[src/rtl/stop_watch_pkg.sv]
// Shared types for the BCD stopwatch: digit type, digit limit and lap FSM encoding.
package stop_watch_pkg;
    localparam logic [3:0] BCD_MAX = 4'd9;

    typedef logic [3:0] bcd_t;

    typedef enum logic {
        LIVE   = 1'b0,
        FROZEN = 1'b1
    } lap_st_e;
endpackage

[src/rtl/bcd_digit_cnt.sv]
// One BCD digit, 0..9, with synchronous clear and a carry out when it rolls from 9.
module bcd_digit_cnt
    import stop_watch_pkg::*;
(
    input  logic clk,
    input  logic rst_n,
    input  logic inc_i,
    input  logic clr_i,
    output bcd_t q_o,
    output logic carry_o
);
    bcd_t r_q;

    always_ff @(posedge clk or negedge rst_n) begin
        if (!rst_n)
            r_q <= '0;
        else if (clr_i)
            r_q <= '0;
        else if (inc_i)
            r_q <= (r_q == BCD_MAX) ? bcd_t'(0) : r_q + bcd_t'(1);
    end

    assign q_o     = r_q;
    assign carry_o = inc_i && (r_q == BCD_MAX);
endmodule

[src/rtl/stop_watch_bcd_n.sv]
// NDIG-digit BCD stopwatch: prescaler, digit cascade, lap freeze, sticky overflow.
// Define STOP_WATCH_SAT_EN to saturate at all-9s instead of wrapping to zero.
module stop_watch_bcd_n
    import stop_watch_pkg::*;
#(
    parameter int NDIG   = 3,
    parameter int DVSR   = 5000000,
    parameter int DVSR_W = 23
) (
    input  logic                clk,
    input  logic                rst_n,
    input  logic                go,
    input  logic                clr,
    input  logic                lap,
    output logic [4*NDIG-1:0]   disp_o,
    output logic [4*NDIG-1:0]   cnt_o,
    output logic                tick_o,
    output logic                lap_act_o,
    output logic                ovf_o
);
    localparam logic [DVSR_W-1:0] PRE_MAX = DVSR_W'(DVSR - 1);

    logic [DVSR_W-1:0]  r_pre;
    logic               r_tick;
    logic               r_ovf;
    lap_st_e            r_st;
    logic [4*NDIG-1:0]  r_lap;
    logic               r_lap_act;

    bcd_t [NDIG-1:0]    w_q;
    logic [NDIG-1:0]    w_inc;
    logic [NDIG-1:0]    w_carry;
    logic               w_tick;
    logic               w_ovf_set;

    assign w_tick = go && !clr && (r_pre == PRE_MAX);

    always_ff @(posedge clk or negedge rst_n) begin
        if (!rst_n)
            r_pre <= '0;
        else if (clr)
            r_pre <= '0;
        else if (go)
            r_pre <= (r_pre == PRE_MAX) ? '0 : r_pre + DVSR_W'(1);
    end

`ifdef STOP_WATCH_SAT_EN
    logic w_all9;
    always_comb begin
        w_all9 = 1'b1;
        for (int i = 0; i < NDIG; i++)
            if (w_q[i] != BCD_MAX) w_all9 = 1'b0;
    end
    // Block the whole cascade at all-9s so the digits hold.
    assign w_inc[0]  = w_tick && !w_all9;
    assign w_ovf_set = w_tick && w_all9;
`else
    assign w_inc[0]  = w_tick;
    assign w_ovf_set = w_carry[NDIG-1];
`endif

    genvar gi;
    generate
        for (gi = 0; gi < NDIG; gi++) begin : g_dig
            if (gi > 0) begin : g_chain
                assign w_inc[gi] = w_carry[gi-1];
            end
            bcd_digit_cnt u_dig (
                .clk     (clk),
                .rst_n   (rst_n),
                .inc_i   (w_inc[gi]),
                .clr_i   (clr),
                .q_o     (w_q[gi]),
                .carry_o (w_carry[gi])
            );
        end
    endgenerate

    always_ff @(posedge clk or negedge rst_n) begin
        if (!rst_n) begin
            r_tick <= 1'b0;
            r_ovf  <= 1'b0;
        end else if (clr) begin
            r_tick <= 1'b0;
            r_ovf  <= 1'b0;
        end else begin
            r_tick <= w_tick;
            if (w_ovf_set) r_ovf <= 1'b1;
        end
    end

    // Capture uses the pre-tick count since digits update on this same edge.
    always_ff @(posedge clk or negedge rst_n) begin
        if (!rst_n) begin
            r_st      <= LIVE;
            r_lap     <= '0;
            r_lap_act <= 1'b0;
        end else if (clr) begin
            r_st      <= LIVE;
            r_lap     <= '0;
            r_lap_act <= 1'b0;
        end else if (lap) begin
            case (r_st)
                LIVE: begin
                    r_lap     <= w_q;
                    r_st      <= FROZEN;
                    r_lap_act <= 1'b1;
                end
                FROZEN: begin
                    r_st      <= LIVE;
                    r_lap_act <= 1'b0;
                end
                default: begin
                    r_st      <= LIVE;
                    r_lap_act <= 1'b0;
                end
            endcase
        end
    end

    assign cnt_o     = w_q;
    assign disp_o    = (r_st == FROZEN) ? r_lap : w_q;
    assign tick_o    = r_tick;
    assign lap_act_o = r_lap_act;
    assign ovf_o     = r_ovf;
endmodule

[config.mk]
export PLATFORM = sky130hd
export DESIGN_NAME = stop_watch_bcd_n
export DESIGN_NICKNAME = d
export VERILOG_FILES = /design/src/rtl/stop_watch_pkg.sv /design/src/rtl/bcd_digit_cnt.sv /design/src/rtl/stop_watch_bcd_n.sv
export SDC_FILE = /design/constraint.sdc
export NUM_CORES = 1
export LEC_CHECK = 0
export BUFFER_PORTS_ARGS = -buffer_cell sky130_fd_sc_hd__buf_2
export CAP_MARGIN = 20
export CORE_ASPECT_RATIO = 0.6
export CORE_MARGIN = 5
export CORE_UTILIZATION = 50
export DETAILED_ROUTE_END_ITERATION = 12
export PLACE_DENSITY = 0.8
export SLEW_MARGIN = 10
export SYNTH_ARGS = -nofsm -noshare
export SYNTH_HDL_FRONTEND = slang
export SYNTH_SLANG_ARGS = --single-unit
[constraint.sdc]
create_clock -name clk -period 4.85 [get_ports clk]
set_clock_uncertainty 0.2 [all_clocks]
set_input_delay 0.7275 -clock clk [delete_from_list [all_inputs] [get_ports clk]]
set_output_delay 0.7275 -clock clk [all_outputs]
set_load 0.005 [all_outputs]
== Word level (Yosys, flattened, before mapping) ==
Cells that the tools add are included.

* Register bits after elaboration: 50
* Latch bits: 0
* Bits in writable memories: 0
* Bits in read-only memories: 0
* Input port bits: 5
* Output and inout port bits: 27
* Logic and storage cells: 50
* Memories: 0

* $add $sub $neg: 4
* $mul: 0
* Div/mod/pow operators: 0
* $lt $le $gt $ge: 0
* Eq/ne operators: 4
* Shift operators: 0
* Mux-type cells: 21
* Bitwise operators: 1
* Reduce and logical (&&, ||, !) cells: 12

{| class="wikitable"
|+ Operators by type and width
! kind !! number
|-
| 23-bit two-way mux || 3
|-
| 12-bit two-way mux || 3
|-
| 4-bit two-way mux || 9
|-
| 23-bit by 1-bit adder with 23-bit output, second input constant || 1
|-
| 23-bit equality test, second input constant || 1
|-
| 4-bit by 1-bit adder with 4-bit output, second input constant || 3
|-
| 4-bit equality test, second input constant || 3
|-
| 2-bit nonzero test || 6
|-
| 1-bit logical AND || 5
|-
| 1-bit two-way mux || 5
|-
| 1-bit case mux with 2 select lines || 1
|-
| 1-bit logical NOT || 1
|-
| 1-bit NOT || 1
|}

== Longest topological paths before layout ==
* Word-level depth: 8
* Depth in mapped cells: 8
* Gate-level depth less buffers: 7

== Modules after synthesis ==
From an unflattened synthesis, not the netlist that was laid out.

* Cells, all modules: 288
* Area total of the unflattened synthesis: 2,826.5 sq um

{| class="wikitable"
|+ Modules (own cells, without submodules)
! module !! instances !! cells an instance !! area each (sq um) !! seq. area each (sq um)
|-
| stop_watch_bcd_n || 1 || 210 || 2,102.0 || 950.9
|-
| bcd_digit_cnt || 3 || 26 || 241.5 || 100.1
|}

== Worst setup path after synthesis ==
Ideal clock, no wire load.

* Kind: register to register
* From: register r_pre[16]
* To: register g_dig[2].u_dig.r_q[0]
* Library setup time: 65 ps
* Arrival: 2,437 ps
* Data required time: 4,585 ps
* Slack: 2,148 ps
* Cell stages (with the launch flop): 8
* Path buffers: 2
* Period minus slack after synthesis: 2,702 ps
* Cell sequence: dfrtp_1 > or4b_1 > or4_1 > buf_6 > or3_1 > buf_6 > nor4b_2 > o21a_1

* Cells in the longest elaborated chain, start to end: 5

{| class="wikitable"
|+ RTL lines
! what !! line !! source
|-
| from (decl) || stop_watch_bcd_n.sv:23 || <nowiki>logic [DVSR_W-1:0] r_pre;</nowiki>
|-
| from (signal assigned) || stop_watch_bcd_n.sv:44 || <nowiki>r_pre <= (r_pre == PRE_MAX) ? '0 : r_pre + DVSR_W'(1);</nowiki>
|-
| 23-bit equality test || stop_watch_bcd_n.sv:36 || <nowiki>assign w_tick = go && !clr && (r_pre == PRE_MAX);</nowiki>
|-
| 1-bit logical AND || stop_watch_bcd_n.sv:36 ||
|-
| 1-bit logical AND (2 in a row) || bcd_digit_cnt.sv:24 || <nowiki>assign carry_o = inc_i && (r_q == BCD_MAX);</nowiki>
|-
| 2-bit nonzero test (no source line) || n/a ||
|-
| to (signal assigned) || bcd_digit_cnt.sv:20 || <nowiki>r_q <= (r_q == BCD_MAX) ? bcd_t'(0) : r_q + bcd_t'(1);</nowiki>
|-
| to (decl) || bcd_digit_cnt.sv:12 || <nowiki>bcd_t r_q;</nowiki>
|}

No other way between the ends.
A chain may end at the register's enable or synchronous reset.

== Final worst setup path ==
* From: register r_pre[15]
* To: register r_pre[9]

* Cells in the longest elaborated chain, start to end: 4

{| class="wikitable"
|+ RTL lines
! what !! line !! source
|-
| 23-bit equality test || stop_watch_bcd_n.sv:44 ||
|-
| 23-bit two-way mux || stop_watch_bcd_n.sv:44 ||
|-
| 23-bit two-way mux || stop_watch_bcd_n.sv:43 || <nowiki>else if (go)</nowiki>
|-
| 23-bit two-way mux || stop_watch_bcd_n.sv:41 || <nowiki>else if (clr)</nowiki>
|}

No other way between the ends. The select of a mux whose other input is x is not followed.

==> run metrics <==
Final Setup Violations 0; drt total wl just under 7000 µm; worst skew pair latency 0.30 ns; vias in the first global route 2263; area leader, netlist dfrtp_1; clk sink count 50; clock transition at the registers of the reported paths 0.10 ns; setup bufs post-CTS 0; Num CTS Buffers 5; Net Count, Synth 321; Setup TNS 0 ns; Slew Limit Fails 0; Post-route DRC 0; CTS tree done; ANT cells 0; Setup crit end kind flop; Yosys cell types 51; first-pass GRT wire length 11300 µm; Core Rows 21; post-DR vias/cell 6.04; Placer Congestion 0.940; Post-synth EDFFs 0; register area 0.00125 mm²; clock root buffer clkbuf_8; First-pass DRT Iterations 5; syn_area_per_cell 9.32 µm²; Top Ports 32; clk buf depth 2; Final #Nets 344; status finished, final reports clean; yosys warns 0; Critical Path Fanout Max 12; ys async rst share 1.00; H-tree Lvls 2; slew margin rel. 0.385; Port-buffer cells 31; Starting Density 0.517; Synth Instances just over 300; CP Class reg -> reg; commonest non-fill, non-tap cell in the layout dfrtp_1; Pwr per Cell Area 238 mW/mm²; Max VDD drop 0.000210 V; Die W 108 µm; CP cell instances or4b_1, or4_1, o21ai_1, o221a_2, nor2_1; Layout fillers 516; core box area 0.00557 mm²; Worst Tran Pin Value ~0.91 ns; FF+latch count, synth 50; gr usage total 0.195; Final min period 3.15 ns; share of cells above drive strength 1 0.165; largest stage delay on the critical path 0.78 ns; full die area between 0.007 and 0.008 mm²; Congestion Overflow GR 0; top cell type's share of synthesized area 0.434; Synth Cell Area roughly 0.0029 mm²; initial DRC count 193; Resized Gates After CTS 0; via count 2493; final instance area 0.00318 mm²; Worst Hold Class in -> async; final hold vios 0; post-detail-place hpwl 4910 µm; post-DR wirelength/cell 16.7 µm; Area growth syn-to-layout 10.5%; cell area after placement around 0.003 mm²; hold_buf cts 0; initial antenna violation count 0; Worst Path Required 4.84 ns; Leak 0.00147 µW; worst path arrival time ~3.1 ns; Multi-input gate area 0.00152 mm²; startpoint types flop; Area contributors post-synth dfrtp_1 (43%), nand2_1 (5.1%), mux2i_1 (4.9%); Routed Antenna Nets 0; post-synthesis sequential area ratio 0.434; slowest library cell on the worst path o21ai_1; Max Cap Viol 0; chip height 68.8 µm; commonest cells after routing, fill and taps aside dfrtp_1 (50), nand2_1 (39), buf_2 (31); FMAX 318 MHz; Final Cycle Share 0.649; ys flop type dfrtp_1; largest net degree at the start of global routing between 50 and 60; RSZ-0062 raised after global routing false
-- power by group --
part           internal [µW]  total (µW)  switching [µW]
logic                   10.5        38.6            28.1
clock network            154         292             138
registers                419         425            6.69
total                    583         756             173
-- stage by stage --
stage	hold slack (ns)	total power (µW)	util	setup slack (ns)	cells
2_1_floorplan	0.232	455	-	2.15	309
4_1_cts	0.321	761	0.570	1.70	412
6_report	0.315	756	0.571	1.70	413
5_1_grt	0.364	789	0.571	1.54	413
3_3_place_gp	0.290	471	0.550	1.76	404
3_5_place_dp	0.301	472	0.550	1.73	404
-- kinds of logic (layout without fill, tap and decap cells) --
| group | Yosys count | count (layout) | share of synthesized area |
|---|---|---|---|
| AO/OA/AOI/OAI | 45 | 45 | 0.106 |
| XOR/XNOR | 3 | 3 | 0.00912 |
| adder cells (fa/ha/maj) | 7 | 7 | 0.0304 |
| buffers and inverters | 24 | 48 | 0.0365 |
| flip-flops | 50 | 50 | 0.434 |
| multiplexers | 23 | 23 | 0.0838 |
| AND/OR/NAND/NOR | 157 | 157 | 0.299 |
-- path summary, 6_finish.rpt --
| kind | slack (ns) | to | cells after the start | startpoint |
|---|---|---|---|---|
| max | 1.70 | r_pre[9]$_DFFE_PN0P_ | 5 | r_pre[15]$_DFFE_PN0P_ |
| min | 0.31 | r_lap[3]$_DFFE_PN0P_ | 2 | rst_n |
| max reg2reg | 1.70 | r_pre[9]$_DFFE_PN0P_ | 5 | r_pre[15]$_DFFE_PN0P_ |
| min reg2reg | 0.32 | ovf_o$_DFFE_PN0P_ | 2 | ovf_o$_DFFE_PN0P_ |
| max in group asynchronous | 3.70 | r_pre[13]$_DFFE_PN0P_ | 2 | rst_n |
| min in group clk | 0.32 | ovf_o$_DFFE_PN0P_ | 2 | ovf_o$_DFFE_PN0P_ |
-- critical path, delay by kind of cell, from the launching register on --
| family | cells | cell delay, ns |
|---|---|---|
| and+or+nand+nor | 3 | 1.27 |
| AOI/OAI and AO/OA | 2 | 1.12 |
| DFF | 1 | 0.45 |
-- registers in the layout, indices dropped and copies added, names as in the netlist --
signal and flops:
r_pre 23, lap_act_o 1, r_lap 12, g_dig.u_dig.q_o 12
tick_o 1, ovf_o 1
-- final cells by class --
cell class              instances  area share
flip-flops and latches         50       0.393
clock buffers                   6      0.0228
multi-input cells             235       0.479
repair buffers                 33      0.0535
well taps                      80      0.0315
inverters                       7     0.00826
clock inverters                 2      0.0118
-- layer usage --
metal,wire length (µm),vias to the layer above,GRT usage
met5,0,-,0
met4,46,0,0.0378
met3,630,5,0.0605
li1,-,1168,-
met2,2760,122,0.252
met1,3480,1198,0.310
-- cell usage after synthesis (2+ instances only) --
cell type and count:
dfrtp_1 50, nand2_1 39, nor2_1 29, nand3_1 28, mux2i_1 14, clkbuf_1 13
a21oi_1 9, mux2_2 9, nand4_1 8, nor3_1 8, o21ai_0 8, or3_1 8
ha_1 7, inv_1 6, o21a_1 6, and3_1 5, nor4_1 5, nor2b_1 4
o31ai_1 4, a211o_1 3, and4_1 3, nor4b_1 3, o311ai_0 3, a31oi_1 2
buf_1 2, buf_6 2, nand2b_1 2, nand4b_1 2, o21ai_1 2, or4_1 2
or4b_1 2, xor2_1 2
(Power assumes the default switching activity.)
